--- config.mk ---
export PLATFORM = sky130hd
export DESIGN_NAME = mix_columns_iter_flat
export DESIGN_NICKNAME = d
export VERILOG_FILES = /design/src/rtl/mix_columns_iter_pkg.sv /design/src/rtl/mix_columns_iter_if.sv /design/src/rtl/mix_columns_iter_mix_column_word.sv /design/src/rtl/mix_columns_iter.sv /design/src/flat_wrapper.sv
export SDC_FILE = /design/constraint.sdc
export NUM_CORES = 1
export LEC_CHECK = 0
export CORE_MARGIN = 2
export CORE_UTILIZATION = 53
export CTS_CLUSTER_DIAMETER = 200
export CTS_CLUSTER_SIZE = 14
export DETAILED_ROUTE_END_ITERATION = 8
export GPL_ROUTABILITY_DRIVEN = 0
export PLACE_DENSITY = 0.85
export SLEW_MARGIN = 20
export SYNTH_ARGS = -nofsm -noshare
export SYNTH_HDL_FRONTEND = slang
export SYNTH_HIERARCHICAL = 1
export SYNTH_SLANG_ARGS = --single-unit
export TNS_END_PERCENT = 10
--- constraint.sdc ---
create_clock -name clk -period 5.7 [get_ports clk]
set_clock_uncertainty 0.15 [all_clocks]
set_input_delay 1.14 -clock clk [delete_from_list [all_inputs] [get_ports clk]]
set_output_delay 1.14 -clock clk [all_outputs]
set_load 0.1 [all_outputs]
--- src/rtl/mix_columns_iter_pkg.sv ---
// rtl/mix_columns_iter_pkg.sv - GF(2^8) helpers, FSM encodings and coefficient constants for AES MixColumns
//
// Package aes_mix_pkg, imported by mix_column_word and mix_columns_iter.
//   GF_POLY          : low byte of the AES field polynomial 0x11b
//   IDLE/BUSY/DONE   : FSM state encodings
//   FWD_COEF         : forward row-0 coefficients {02,03,01,01}
//   INV_COEF         : inverse row-0 coefficients {0e,0b,0d,09}
//   xtime()          : multiply by 2 in GF(2^8)
//   gf_mul()         : multiply by a 4-bit constant using three cascaded xtime stages
package aes_mix_pkg;

  localparam logic [7:0] GF_POLY = 8'h1b;

  localparam logic [1:0] IDLE = 2'd0;
  localparam logic [1:0] BUSY = 2'd1;
  localparam logic [1:0] DONE = 2'd2;

  // Byte i (MSB first) is the coefficient applied to a_i for output row 0;
  // later rows use the same bytes rotated right by the row number.
  localparam logic [31:0] FWD_COEF = 32'h02030101;
  localparam logic [31:0] INV_COEF = 32'h0e0b0d09;

  function automatic logic [7:0] xtime(input logic [7:0] x);
    return {x[6:0], 1'b0} ^ (x[7] ? GF_POLY : 8'h00);
  endfunction

  // Every MixColumns coefficient fits in 4 bits, so the product is the XOR of
  // x, 2x, 4x and 8x selected by the coefficient bits. With constant forward
  // coefficients the 4x and 8x terms fold away.
  function automatic logic [7:0] gf_mul(input logic [3:0] c, input logic [7:0] x);
    logic [7:0] x2;
    logic [7:0] x4;
    logic [7:0] x8;
    x2 = xtime(x);
    x4 = xtime(x2);
    x8 = xtime(x4);
    return ({8{c[0]}} & x) ^ ({8{c[1]}} & x2) ^ ({8{c[2]}} & x4) ^ ({8{c[3]}} & x8);
  endfunction

endpackage

--- src/rtl/mix_columns_iter_if.sv ---
// rtl/mix_columns_iter_if.sv - input/output valid-ready bundle for the MixColumns engine
//
// Optional macro MIXCOL_INV_EN adds the inv signal (inverse-mix select).
//   in_valid/in_ready/in_data    : state accepted by the engine
//   out_valid/out_ready/out_data : mixed result returned by the engine
//   master : the upstream/downstream side (drives inputs, takes results)
//   slave  : the engine side
interface mix_columns_iter_if;

  logic         in_valid;
  logic         in_ready;
  logic [127:0] in_data;
  logic         out_valid;
  logic         out_ready;
  logic [127:0] out_data;
`ifdef MIXCOL_INV_EN
  logic         inv;
`endif

  modport master (
    output in_valid, in_data, out_ready,
    input  in_ready, out_valid, out_data
`ifdef MIXCOL_INV_EN
    , output inv
`endif
  );

  modport slave (
    input  in_valid, in_data, out_ready,
    output in_ready, out_valid, out_data
`ifdef MIXCOL_INV_EN
    , input inv
`endif
  );

endinterface

--- src/rtl/mix_columns_iter_mix_column_word.sv ---
// rtl/mix_columns_iter_mix_column_word.sv - combinational MixColumns on one 32-bit column
//
// Optional macro MIXCOL_INV_EN adds inv_i (1 = inverse coefficients).
//   col_i : column a0..a3, a0 in bits [31:24]
//   inv_i : inverse select (MIXCOL_INV_EN only)
//   col_o : mixed column b0..b3, same layout
module mix_column_word
  import aes_mix_pkg::*;
(
  input  logic [31:0] col_i,
`ifdef MIXCOL_INV_EN
  input  logic        inv_i,
`endif
  output logic [31:0] col_o
);

  logic [3:0] c;

  always_comb begin
    col_o = '0;
    c     = '0;
    for (int r = 0; r < 4; r++) begin
      for (int j = 0; j < 4; j++) begin
        // Coefficient for input byte j in output row r is row-0 byte (j-r) mod 4;
        // only the low nibble of each coefficient byte is ever non-zero.
`ifdef MIXCOL_INV_EN
        c = inv_i ? INV_COEF[27-8*((j-r+4)%4) -: 4] : FWD_COEF[27-8*((j-r+4)%4) -: 4];
`else
        c = FWD_COEF[27-8*((j-r+4)%4) -: 4];
`endif
        col_o[31-8*r -: 8] = col_o[31-8*r -: 8] ^ gf_mul(c, col_i[31-8*j -: 8]);
      end
    end
  end

endmodule

--- src/rtl/mix_columns_iter.sv ---
// rtl/mix_columns_iter.sv - iterative AES MixColumns engine, COLS_PER_CYCLE columns per clock
//
// Optional macro MIXCOL_INV_EN adds a per-block inverse-mix select (bus.inv).
//   clk   : rising-edge clock
//   rst_n : asynchronous active-low reset
//   bus   : slave side of mix_columns_iter_if (in_* accept, out_* result)
// Parameter COLS_PER_CYCLE: 1, 2 or 4.
module mix_columns_iter
  import aes_mix_pkg::*;
#(
  parameter int COLS_PER_CYCLE = 1
) (
  input logic               clk,
  input logic               rst_n,
  mix_columns_iter_if.slave bus
);

  if (!(COLS_PER_CYCLE == 1 || COLS_PER_CYCLE == 2 || COLS_PER_CYCLE == 4)) begin : g_bad_cfg
    $error("mix_columns_iter: COLS_PER_CYCLE must be 1, 2 or 4");
  end

  // Step of 4 truncates to 0, so the counter stays at 0 for the single-cycle build.
  localparam logic [1:0] STEP     = 2'(COLS_PER_CYCLE);
  localparam logic [1:0] LAST_CNT = 2'(4 - COLS_PER_CYCLE);

  logic [1:0]   state_q, state_d;
  logic [1:0]   cnt_q, cnt_d;
  logic [127:0] work_q, work_d;
`ifdef MIXCOL_INV_EN
  logic         inv_q, inv_d;
`endif

  logic [1:0]  col_idx [COLS_PER_CYCLE];
  logic [31:0] col_in  [COLS_PER_CYCLE];
  logic [31:0] col_out [COLS_PER_CYCLE];

  for (genvar k = 0; k < COLS_PER_CYCLE; k++) begin : g_col
    assign col_idx[k] = cnt_q + 2'(k);
    assign col_in[k]  = work_q[127-32*col_idx[k] -: 32];

    mix_column_word u_mix (
      .col_i (col_in[k]),
`ifdef MIXCOL_INV_EN
      .inv_i (inv_q),
`endif
      .col_o (col_out[k])
    );
  end

  always_comb begin
    state_d = state_q;
    cnt_d   = cnt_q;
    work_d  = work_q;
`ifdef MIXCOL_INV_EN
    inv_d   = inv_q;
`endif
    case (state_q)
      IDLE: begin
        if (bus.in_valid) begin
          work_d  = bus.in_data;
          cnt_d   = '0;
          state_d = BUSY;
`ifdef MIXCOL_INV_EN
          inv_d   = bus.inv;
`endif
        end
      end
      BUSY: begin
        // Columns are mixed in place; each column is read exactly once per block.
        for (int k = 0; k < COLS_PER_CYCLE; k++) begin
          work_d[127-32*col_idx[k] -: 32] = col_out[k];
        end
        cnt_d = cnt_q + STEP;
        if (cnt_q == LAST_CNT) begin
          state_d = DONE;
        end
      end
      DONE: begin
        if (bus.out_ready) begin
          state_d = IDLE;
        end
      end
      default: state_d = IDLE;
    endcase
  end

  always_ff @(posedge clk or negedge rst_n) begin
    if (!rst_n) begin
      state_q <= IDLE;
      cnt_q   <= '0;
      work_q  <= '0;
`ifdef MIXCOL_INV_EN
      inv_q   <= 1'b0;
`endif
    end else begin
      state_q <= state_d;
      cnt_q   <= cnt_d;
      work_q  <= work_d;
`ifdef MIXCOL_INV_EN
      inv_q   <= inv_d;
`endif
    end
  end

  assign bus.in_ready  = (state_q == IDLE);
  assign bus.out_valid = (state_q == DONE);
  assign bus.out_data  = work_q;

endmodule

--- src/flat_wrapper.sv ---
// flat-port wrapper written by rule: the top's interface ports become plain ports
module mix_columns_iter_flat import aes_mix_pkg::*;
#(
  parameter int COLS_PER_CYCLE = 1
)
  (clk, rst_n, bus_in_valid, bus_in_data, bus_out_ready, bus_in_ready, bus_out_valid, bus_out_data);
  mix_columns_iter_if bus_i ();
  input logic clk;
  input logic rst_n;
  input wire logic [$bits(bus_i.in_valid)-1:0] bus_in_valid;
  input wire logic [$bits(bus_i.in_data)-1:0] bus_in_data;
  input wire logic [$bits(bus_i.out_ready)-1:0] bus_out_ready;
  output wire logic [$bits(bus_i.in_ready)-1:0] bus_in_ready;
  output wire logic [$bits(bus_i.out_valid)-1:0] bus_out_valid;
  output wire logic [$bits(bus_i.out_data)-1:0] bus_out_data;
  assign bus_i.in_valid = bus_in_valid;
  assign bus_i.in_data = bus_in_data;
  assign bus_i.out_ready = bus_out_ready;
  assign bus_in_ready = bus_i.in_ready;
  assign bus_out_valid = bus_i.out_valid;
  assign bus_out_data = bus_i.out_data;
  mix_columns_iter #(.COLS_PER_CYCLE(COLS_PER_CYCLE)) u_core (.clk(clk), .rst_n(rst_n), .bus(bus_i));
endmodule
==> run summary, run 1 <==
OUTCOME
--------------------------------------------------------------------------------
Result of the run                                                      completed

SYNTHESIS
--------------------------------------------------------------------------------
Total of flip-flops plus latches after synthesis                             132
Top cell type by total area after synthesis                         sky130_fd_sc_hd__dfrtp_1
Syn nets                                                                     769
Distinct cell type count of the synthesized netlist                           38
Synth area leaders                                                  sky130_fd_sc_hd__dfrtp_1, sky130_fd_sc_hd__mux2_2, sky130_fd_sc_hd__a32o_1
Synth Area in Compound Gates                                               14.1%
Cell area after synthesis                                               9020 µm²
Synthesized instance count                                                   633
Simple-gate portion of the synthesized area                                2.43%
Largest family of logic cells by synthesized area                   multiplexers
Share of synthesized area occupied by flip-flops and latches               36.6%
Mean instance size in the synthesized netlist                           14.2 µm²
Share of the synthesized netlist area taken by xor and xnor gates          15.2%
Leading register cell type out of synthesis                         sky130_fd_sc_hd__dfrtp_1
Fraction of synthesized cell area taken by the top area cell type          36.6%
Yosys warning total                                                            6
Share of synthesized flip-flops with an asynchronous set or reset           100%
Count of flip-flops with a built-in enable after synthesis                     0
Portion of netlist area occupied by mux cells                              25.7%
Adder and majority gate portion of the synthesized area                   0.555%

LAYOUT
--------------------------------------------------------------------------------
Commonest cells after routing, fill and taps aside                  sky130_fd_sc_hd__clkdlybuf4s50_1, sky130_fd_sc_hd__dfrtp_1, sky130_fd_sc_hd__a32o_1
Area used by sequential logic in the layout                             3310 µm²
P&R area growth vs syn                                                     34.5%
Ratio of cells with drive above 1 in the final layout                      24.8%
Commonest non-fill, non-tap cell in the layout                      sky130_fd_sc_hd__clkdlybuf4s50_1
Multi-input gate area in the final layout                               5250 µm²
Number of filler cells placed in the layout                                1,077
Number of nets in the layout                                                 987
Antenna diode instance count                                                   0

GLOBAL ROUTE
--------------------------------------------------------------------------------
Wire length of the first global-routing pass                           45,800 µm
Total routing resource utilization after global routing                    34.3%
Number of global-route vias before repair                                  7,768
Remaining Overflow, GRT                                                        0
Antenna violations before repair                                               0
Pin count of the biggest net entering global routing                          98

TIMING
--------------------------------------------------------------------------------
Number of pins with negative max-slew slack in the final report                0
Worst Hold Margin                                                         383 ps
Transition time at the pin with the least slew margin                    1170 ps
Final critical-path share of the clock period                              67.4%
Final Setup Violations                                                         0
Sum of negative setup slack                                                 0 ps
Tightest slew margin relative to the limit                                 21.7%
Post-layout minimum cycle time                                           3840 ps
Number of hold-slack violations in the final timing report                     0
Achievable Freq                                                        0.260 GHz
Unrepaired setup endpoints after global routing                               no

WORST SETUP PATH
--------------------------------------------------------------------------------
Worst-path maximum fanout                                                     11
Slowest stage delay, CP                                                  1160 ps
CP required                                                              4410 ps
Critical path's top delay family                                    buffers and inverters
Kind of start point of the critical path                                    flop
Slowest stage cell, crit path                                       sky130_fd_sc_hd__clkdlybuf4s50_1
Critical Path End Type                                               output port
List of cells traversed by the critical path                        nor2b_1 > clkdlybuf4s50_1
Buffering stage count on the worst path with inverters included                1
Crit Path Category                                                       reg2out
Arrival @ worst endpoint                                                 2550 ps

ROUTE
--------------------------------------------------------------------------------
Vias post-DR                                                               7,267
Post-route ant nets                                                            0
Pre-antenna DRT Iters                                                          5
Initial DRC count                                                            637
Detail Route met2 WL                                                   14,700 µm
Highest Signal Layer                                                        met4
Routed wire length per instance                                          28.1 µm
Post-detailed-route via-to-cell ratio                                       6.70
Routed met1 length                                                     11,200 µm
Residual DRC count                                                             0
Wire length after detailed routing                                     30,500 µm
Routed length on met3                                                    3390 µm

CLOCK TREE
--------------------------------------------------------------------------------
Post-cts repair resize count                                                   0
Worst-path clk slew                                                        60 ps
Buffer depth of the longest clock path                                         2
Clock tree from TritonCTS                                                   done
Total clock buffers created by CTS                                            17
Number of H-tree levels                                                        4
Number of setup buffers added after CTS                                        0
Clock latency reported for the late side of the worst-skew pair           440 ps
Total clock sinks                                                            132
Quantity of hold-fixing buffers added after cts                                0
Root Buffer                                                         sky130_fd_sc_hd__clkbuf_16

FLOORPLAN
--------------------------------------------------------------------------------
Cell Rows                                                                     47
Core region area                                                      16,600 µm²
Die width                                                                 134 µm
Die Span Y                                                                134 µm
Overall die area                                                      18,100 µm²
Initial cell density of the core                                           54.4%
I/O pin cnt                                                                  262

MIN PATH
--------------------------------------------------------------------------------
Hold crit path type                                                      reg2reg

JOB
--------------------------------------------------------------------------------
# Max-Cap Violations                                                           0

PLACE
--------------------------------------------------------------------------------
Number of port buffers                                                       261
Sum of net half-perimeters after detailed placement                    20,500 µm

-- final timing paths --
path / to / startpoint / cells past startpoint / slack, ps
setup / recovery: bus_out_valid / u_core/state_q[1] / 2 / 1860
hold / removal: u_core/bus.out_data[5] / u_core/bus.out_data[5] / 1 / 380
setup reg to reg: u_core/bus.out_data[43] / u_core/cnt_q[0] / 6 / 1930
hold reg to reg: u_core/bus.out_data[5] / u_core/bus.out_data[5] / 1 / 380
max in group asynchronous: u_core/bus.out_data[27] / rst_n / 2 / 3540
min in group asynchronous: u_core/cnt_q[1] / rst_n / 1 / 570
-- sequential cells by signal, indices dropped and copies added, names as in the netlist --
register	flops
u_core/state_q	2
u_core/bus.out_data	128
u_core/cnt_q	2
-- worst register-to-register path: stages (launching register included) --
cell	delay, ps
sky130_fd_sc_hd__dfrtp_4	900
sky130_fd_sc_hd__buf_4	480
sky130_fd_sc_hd__mux4_2	650
sky130_fd_sc_hd__xnor2_1	350
sky130_fd_sc_hd__xnor3_1	560
sky130_fd_sc_hd__a32o_1	310
sky130_fd_sc_hd__mux2_4	260
-- synth_stat cells, types with 2 or more instances --
cell	number
sky130_fd_sc_hd__dfrtp_1	132
sky130_fd_sc_hd__a32o_1	96
sky130_fd_sc_hd__mux2_2	92
sky130_fd_sc_hd__xnor3_1	34
sky130_fd_sc_hd__mux4_2	32
sky130_fd_sc_hd__nand2_1	32
sky130_fd_sc_hd__o2bb2ai_1	32
sky130_fd_sc_hd__buf_2	30
sky130_fd_sc_hd__mux2_4	30
sky130_fd_sc_hd__buf_6	17
sky130_fd_sc_hd__xnor2_1	14
sky130_fd_sc_hd__clkbuf_1	12
sky130_fd_sc_hd__xor2_1	12
sky130_fd_sc_hd__xor3_1	9
sky130_fd_sc_hd__buf_4	8
sky130_fd_sc_hd__mux2_1	6
sky130_fd_sc_hd__nor2_1	5
sky130_fd_sc_hd__ha_1	4
sky130_fd_sc_hd__mux2i_1	4
sky130_fd_sc_hd__xnor2_2	4
sky130_fd_sc_hd__buf_1	3
sky130_fd_sc_hd__clkbuf_2	3
sky130_fd_sc_hd__nor2b_1	3
sky130_fd_sc_hd__a22o_1	2
sky130_fd_sc_hd__inv_1	2
sky130_fd_sc_hd__nor2_4	2
sky130_fd_sc_hd__xnor2_4	2
-- area by class of cell --
class | count | share of cell area (%)
Clock inverter | 14 | 1.26
Timing Repair Buffer | 272 | 22.2
Multi-Input combinational cell | 424 | 43.3
Clock buffer | 18 | 3.54
Sequential cell | 132 | 27.3
Inverter | 4 | 0.144
Tap cell | 220 | 2.27
-- per-stage QoR --
step	worst slack, ps	std cells	area [µm²]	utilization (%)
global route	1740	1084	12100	73.1
floorplan	2470	633	9020	-
detailed placement	1980	1052	11500	69.6
finish	1860	1084	12100	73.1
CTS	1850	1084	12100	73.1
global placement	2020	1052	11500	69.6
-- logic make-up (layout without fill, tap and decap cells) --
logic type / Yosys count / after routing
xor+xnor: 77 / 77
buf+inv: 77 / 308
flops: 132 / 132
mux: 164 / 164
simple gates: 47 / 47
fa+ha+maj: 4 / 4
compound gates: 132 / 132
-- routing by layer --
layer | global-route usage (%) | vias up
li1 | - | 2942
met2 | 54.4 | 547
met5 | 0 | -
met3 | 10.4 | 100
met1 | 43.1 | 3678
met4 | 16.7 | 0
Power of run 1 is not shown: default switching activity piles up to over one toggle a cycle in this logic, so the estimate is an artifact.
==> inputs of run 2 (changes only) <==
--- a/config.mk
+++ b/config.mk
@@ -6,12 +6,12 @@
 export NUM_CORES = 1
 export LEC_CHECK = 0
 export CORE_MARGIN = 2
-export CORE_UTILIZATION = 53
+export CORE_UTILIZATION = 44
 export CTS_CLUSTER_DIAMETER = 200
 export CTS_CLUSTER_SIZE = 14
 export DETAILED_ROUTE_END_ITERATION = 8
 export GPL_ROUTABILITY_DRIVEN = 0
-export PLACE_DENSITY = 0.85
+export PLACE_DENSITY = 0.75
 export SLEW_MARGIN = 20
 export SYNTH_ARGS = -nofsm -noshare
 export SYNTH_HDL_FRONTEND = slang
==> constraint.sdc (replaced) <==
create_clock -name clk -period 3.1 [get_ports clk]
set_clock_uncertainty 0.15 [all_clocks]
set_input_delay 0.62 -clock clk [delete_from_list [all_inputs] [get_ports clk]]
set_output_delay 0.62 -clock clk [all_outputs]
set_load 0.1 [all_outputs]
==> run 2 against run 1 <==
Compared with the run above:
- setup slack worse by 1800 ps
- flip-flop and latch count stayed put
- first-iteration DRC count is 5.8% lower
- non-clock buffer count is 22 higher
- wire length is 1.4% lower
- global-route usage is 6.5 points lower
- die area is 20% higher
- via count is 3.1% lower
- critical path type is now reg2reg
- critical endpoint is now u_core/bus.out_data[49]
- highest routed layer unchanged
==> run summary, run 2 (synthesis gave the netlist of run 1 again) <==
OUTCOME
------------------------------------------------------------------------------
Result of the run                                                    completed

PLACE
------------------------------------------------------------------------------
Sum of net half-perimeters after detailed placement                  20,800 µm   +1.2%
Post-placement worst setup slack                                       16.4 ps   -1960 ps
Cell area reported after detailed placement                         11,600 µm²   about the same
Number of port buffers                                                     261   unchanged

WORST SETUP PATH
------------------------------------------------------------------------------
Worst Setup SP                                                    u_core/cnt_q[0]
Arrival @ worst endpoint                                               3150 ps   +600 ps
Critical Path End Type                                                    flop
CP required                                                            3250 ps   -1160 ps
Kind of start point of the critical path                                  flop
Crit Path Category                                                     reg2reg
Worst-path maximum fanout                                                   21   +10
Launch instance of the worst register-to-register path            u_core/cnt_q[0]

ROUTE
------------------------------------------------------------------------------
Vias post-DR                                                             7,042   -3.1%
Post-detailed-route via-to-cell ratio                                     6.10   -9.1%
Pre-antenna DRT Iters                                                        7   +2
Routed met1 length                                                   12,300 µm   +9.5%
Routed length on met3                                                  2500 µm   -26%
Detail Route met2 WL                                                 14,800 µm   +0.56%
Routed wire length per instance                                        26.0 µm   -7.4%
Post-route ant nets                                                          0   unchanged
Residual DRC count                                                           0   unchanged
Highest Signal Layer                                                      met4
Wire length after detailed routing                                   30,100 µm   -1.4%
Initial DRC count                                                          600   -5.8%

GLOBAL ROUTE
------------------------------------------------------------------------------
Total routing resource utilization after global routing                  27.8%   -6.5 points
Remaining Overflow, GRT                                                      0   unchanged
Number of global-route vias before repair                                7,146   -8.0%
Pin count of the biggest net entering global routing                        70   -29%
Antenna violations before repair                                             0   unchanged
Wire length of the first global-routing pass                         44,800 µm   -2.2%

TIMING
------------------------------------------------------------------------------
Number of pins with negative max-slew slack in the final report              0   unchanged
Tightest slew margin relative to the limit                               44.6%   +23 points
Unrepaired setup endpoints after global routing                             no
Sum of negative setup slack                                               0 ps   unchanged
Final Worst Setup Slack                                                 104 ps   -1750 ps
Post-layout minimum cycle time                                         3000 ps
Final critical-path share of the clock period                            96.7%
Transition time at the pin with the least slew margin                   831 ps   -341 ps
Final Setup Violations                                                       0   unchanged
Number of hold-slack violations in the final timing report                   0   unchanged
Achievable Freq                                                      0.334 GHz

FLOORPLAN
------------------------------------------------------------------------------
Die width                                                               147 µm   +9.5%
Overall die area                                                    21,700 µm²   +20%
Cell Rows                                                                   52   +11%
I/O pin cnt                                                                262   unchanged
Core region area                                                    20,200 µm²   +22%
Initial cell density of the core                                         44.7%   -9.7 points
Die Span Y                                                              147 µm   +9.5%

CLOCK TREE
------------------------------------------------------------------------------
Root Buffer                                                       sky130_fd_sc_hd__clkbuf_16
Worst-path clk slew                                                      60 ps   about the same
Total clock buffers created by CTS                                          17   unchanged
Total clock sinks                                                          132   unchanged
Quantity of hold-fixing buffers added after cts                              0   unchanged
Buffer depth of the longest clock path                                       2   unchanged
Clock tree from TritonCTS                                                 done
Number of H-tree levels                                                      4   unchanged
Clock latency reported for the late side of the worst-skew pair         420 ps   -20 ps

JOB
------------------------------------------------------------------------------
# Max-Cap Violations                                                         0   unchanged

LAYOUT
------------------------------------------------------------------------------
Final standard cell utilization of the core                              60.3%   -13 points
Number of filler cells placed in the layout                              1,607   +49%
Antenna diode instance count                                                 0   unchanged
Ratio of cells with drive above 1 in the final layout                    41.8%   +17 points
Number of flip-flops under the largest register name                       128   unchanged
Commonest cells after routing, fill and taps aside                sky130_fd_sc_hd__buf_4, sky130_fd_sc_hd__clkdlybuf4s50_1, sky130_fd_sc_hd__dfrtp_1
Commonest non-fill, non-tap cell in the layout                    sky130_fd_sc_hd__buf_4
P&R area growth vs syn                                                   34.9%
Post-route standard cell area excluding fillers                     12,200 µm²   +0.26%
Number of nets in the layout                                             1,009   +2.2%

MIN PATH
------------------------------------------------------------------------------
Hold crit path type                                                   in2async

[run 2: path summary, 6_finish.rpt]
path | end | slack (ps) | cells after the start
worst max-delay path | u_core/bus.out_data[49] | 100 | 6
worst min-delay path | u_core/bus.out_data[96] | 50 | 1
worst max register to register | u_core/bus.out_data[49] | 100 | 6
worst min register to register | u_core/bus.out_data[16] | 370 | 1
max in group asynchronous | u_core/bus.out_data[80] | 1990 | 2
min in group clk | u_core/bus.out_data[16] | 370 | 1
[run 2: per-stage QoR]
stage	instances	hold WS [ps]
after detailed placement	1124	355
after CTS	1155	62.2
after global placement	1124	354
after global routing	1155	73.1
after floorplan	633	174
final	1155	46.1
[run 2: per-layer routing]
layer	track usage [%]	vias to the layer above
li1	-	2988
met1	37.6	3600
met2	45.3	412
met3	5.87	42
met4	8.22	0
met5	0	-
[run 2: final cells by class]
class,count,area [µm²],share of cell area (%)
clock inverter,8,75.1,0.617
tap,270,338,2.78
inverter,4,17.5,0.144
multi-input combinational,424,5290,43.5
clock buffer,23,498,4.09
sequential,132,3310,27.2
timing repair buffer,294,2640,21.7
[run 2: critical path: stages (launching register included)]
cell and delay (ps):
sky130_fd_sc_hd__dfrtp_4 460, sky130_fd_sc_hd__buf_12 190, sky130_fd_sc_hd__mux4_2 590, sky130_fd_sc_hd__xor2_1 360, sky130_fd_sc_hd__xnor3_1 560, sky130_fd_sc_hd__a32o_1 290
sky130_fd_sc_hd__mux2_4 260
[run 2: repair_timing]
item	in CTS	in global routing
setup buffers	0	0
resized for setup	0	5
endpoints found under the setup margin	0	19
Power of run 2 is left out for the same reason.
==> inputs of run 3 (changes only) <==
--- a/config.mk
+++ b/config.mk
@@ -8,7 +8,6 @@
 export CORE_MARGIN = 2
 export CORE_UTILIZATION = 44
 export CTS_CLUSTER_DIAMETER = 200
-export CTS_CLUSTER_SIZE = 14
 export DETAILED_ROUTE_END_ITERATION = 8
 export GPL_ROUTABILITY_DRIVEN = 0
 export PLACE_DENSITY = 0.75
==> results of run 3 <==
Final layout, timing and power as in run 2 (identical DEF).
Power of run 3 is left out for the same reason.
==> patch: new RTL, settings of run 2 <==
Reset style: synchronous (`rst_n`), changed in one clocked block. Comments in the files are not updated.
--- a/src/rtl/mix_columns_iter.sv
+++ b/src/rtl/mix_columns_iter.sv
@@ -85,5 +85,5 @@
   end
 
-  always_ff @(posedge clk or negedge rst_n) begin
+  always_ff @(posedge clk) begin
     if (!rst_n) begin
       state_q <= IDLE;
Function: differs if rst_n is asserted again (counterexample within 4 cycles, from zero or initial values and one cycle with rst_n low); with rst_n held inactive, the same outputs for 4 cycles.
==> patch against run 2 <==
Sequential cell count unchanged. Wire length increased by 14%. Setup slack better by 0.063 ns. Final area grew 3.7%. Sequential share of layout area shrank 6.2 points. Area after synthesis grew 5.4%. Via count increased by 26%. Non-clock buffer count is 10 higher. Synthesized cell count rose by 48%. Critical path type unchanged. Critical endpoint is now u_core/bus.out_data[94].
==> patch: results (changes against run 2) <==
{| class="wikitable"
! Metric !! Value
|-
| Setup slack of the worst register-to-register path || 0.17 ns (was 0.10 ns)
|-
| Placed Cells incl. Taps || 1,401 (was 1,124)
|-
| DR WL/cell || 24.0 um (was 26.0 um)
|-
| Startpoint of the worst register-to-register path || u_core/cnt_q[1] (was u_core/cnt_q[0])
|-
| Total of fill cells in the finished design || 1,772 (was 1,607)
|-
| Fraction of registers with async set/reset || 0 (was 1.00)
|-
| Routed vias/inst || 6.18 (was 6.10)
|-
| DRC marker count from the first detailed-route iteration || 979 (was 600)
|-
| Worst R2R End || u_core/bus.out_data[94] (was u_core/bus.out_data[49])
|-
| Placement-stage worst setup slack || 0.178 ns (was 0.0164 ns)
|-
| Largest driver fanout on the critical path || 13 (was 21)
|-
| Via count of the first global-routing pass || 8,656 (was 7,146)
|-
| Actual slew at the worst max-slew pin || 0.965 ns (was 0.831 ns)
|-
| Router iterations before antenna repair || 5 (was 7)
|-
| First-pass GRT wire length || 51.0 mm (was 44.8 mm)
|-
| Number of library cell types mapped by synthesis || 37 (was 38)
|-
| Post-synth net total || 1,073 (was 769)
|-
| Worst reg2reg path depth || 7 (was 6)
|-
| Maximum number of pins on one net before global-route repair || 97 (was 70)
|-
| Clock root buffer master || clkbuf_16 (unchanged)
|-
| Dpl hpwl || 24.3 mm (was 20.8 mm)
|-
| Hold Crit Depth || 2
|-
| Global-route met2 utilization || 0.470 (was 0.453)
|-
| Per-instance average area after synthesis || 10.1 um2 (was 14.2 um2)
|-
| Count of nets after finishing || 1,281 (was 1,009)
|-
| Fin crit share || 0.946 (was 0.967)
|-
| Proportion of synthesized chip area in sequential cells || 0.278 (was 0.366)
|-
| Fraction of layout instances using a drive strength above 1 || 0.248 (was 0.418)
|-
| Hold Crit Class || reg2reg (was in2async)
|-
| Non-Filler Instances || 1,432 (was 1,155)
|-
| Gr usage total || 0.295 (was 0.278)
|-
| Result of the run || completed (unchanged)
|-
| Worst path arrival time || 3.08 ns (was 3.15 ns)
|-
| Number of levels the H-tree was split into || 4 (unchanged)
|-
| Met1 usage || 0.406 (was 0.376)
|-
| Synth top area cells || dfxtp_1 (28%), o311a_1 (9.9%), nor2b_1 (8.6%), xnor3_1 (8.1%), mux4_2 (7.6%) (was dfrtp_1 (37%), mux2_2 (11%), a32o_1 (11%), xnor3_1 (8.5%), mux4_2 (8.0%))
|-
| Most instantiated cells after synthesis || dfxtp_1 (132), nor2b_1 (131), o21bai_1 (95) (was dfrtp_1 (132), a32o_1 (96), mux2_2 (92))
|}
[patch: how the worst max path moves through the flow]
stage	depth (start not counted)	startpoint	endpoint
5_1_grt	6	u_core/cnt_q[1]	u_core/bus.out_data[57]
6_report	7	u_core/cnt_q[1]	u_core/bus.out_data[94]
3_5_place_dp	7	u_core/cnt_q[1]	u_core/bus.out_data[94]
4_1_cts	7	u_core/cnt_q[1]	u_core/bus.out_data[94]
2_1_floorplan	7	u_core/cnt_q[1]	u_core/bus.out_data[75]
3_3_place_gp	7	u_core/cnt_q[1]	u_core/bus.out_data[94]
[patch: per-layer routing]
layer | part of all wire | vias to the layer above
met1 | 0.42 | 4320
met2 | 0.47 | 531
li1 | - | 3922
met5 | 0 | -
met4 | 0.026 | 0
met3 | 0.090 | 75
[patch: critical path, cell delays in order, from the launching register on]
cell	delay, ns
dfxtp_2	0.50
buf_12	0.21
mux4_2	0.59
xnor2_1	0.39
buf_4	0.20
xor3_1	0.30
and3_1	0.19
o311a_1	0.28
[patch: logic make-up after synthesis]
group                      count (synthesis)  synth area share
and+or+nand+nor                          308             0.193
AOI/OAI and AO/OA                        226             0.228
buffers and inverters                    154            0.0720
DFF                                      132             0.278
xor gates and xnor gates                  77             0.144
muxes                                     36            0.0801
adders and majority gates                  4           0.00527
[patch: through the flow]
stage	util	hold WS (ns)	total power [uW]	cell area (um2)
finish	0.598	0.329	8030	12600
global route	0.598	0.351	8290	12600
CTS	0.598	0.329	8000	12600
detailed placement	0.573	0.321	6140	12100
global placement	0.573	0.315	6110	12100
floorplan	-	0.549	5030	9500
[patch: final cells by class]
class	count	area share
clock inverters	9	0.00427
flip-flops and latches	132	0.210
clock buffers	22	0.0385
repair buffers	304	0.214
well taps	275	0.0273
multi-input cells	651	0.494
inverters	39	0.0116
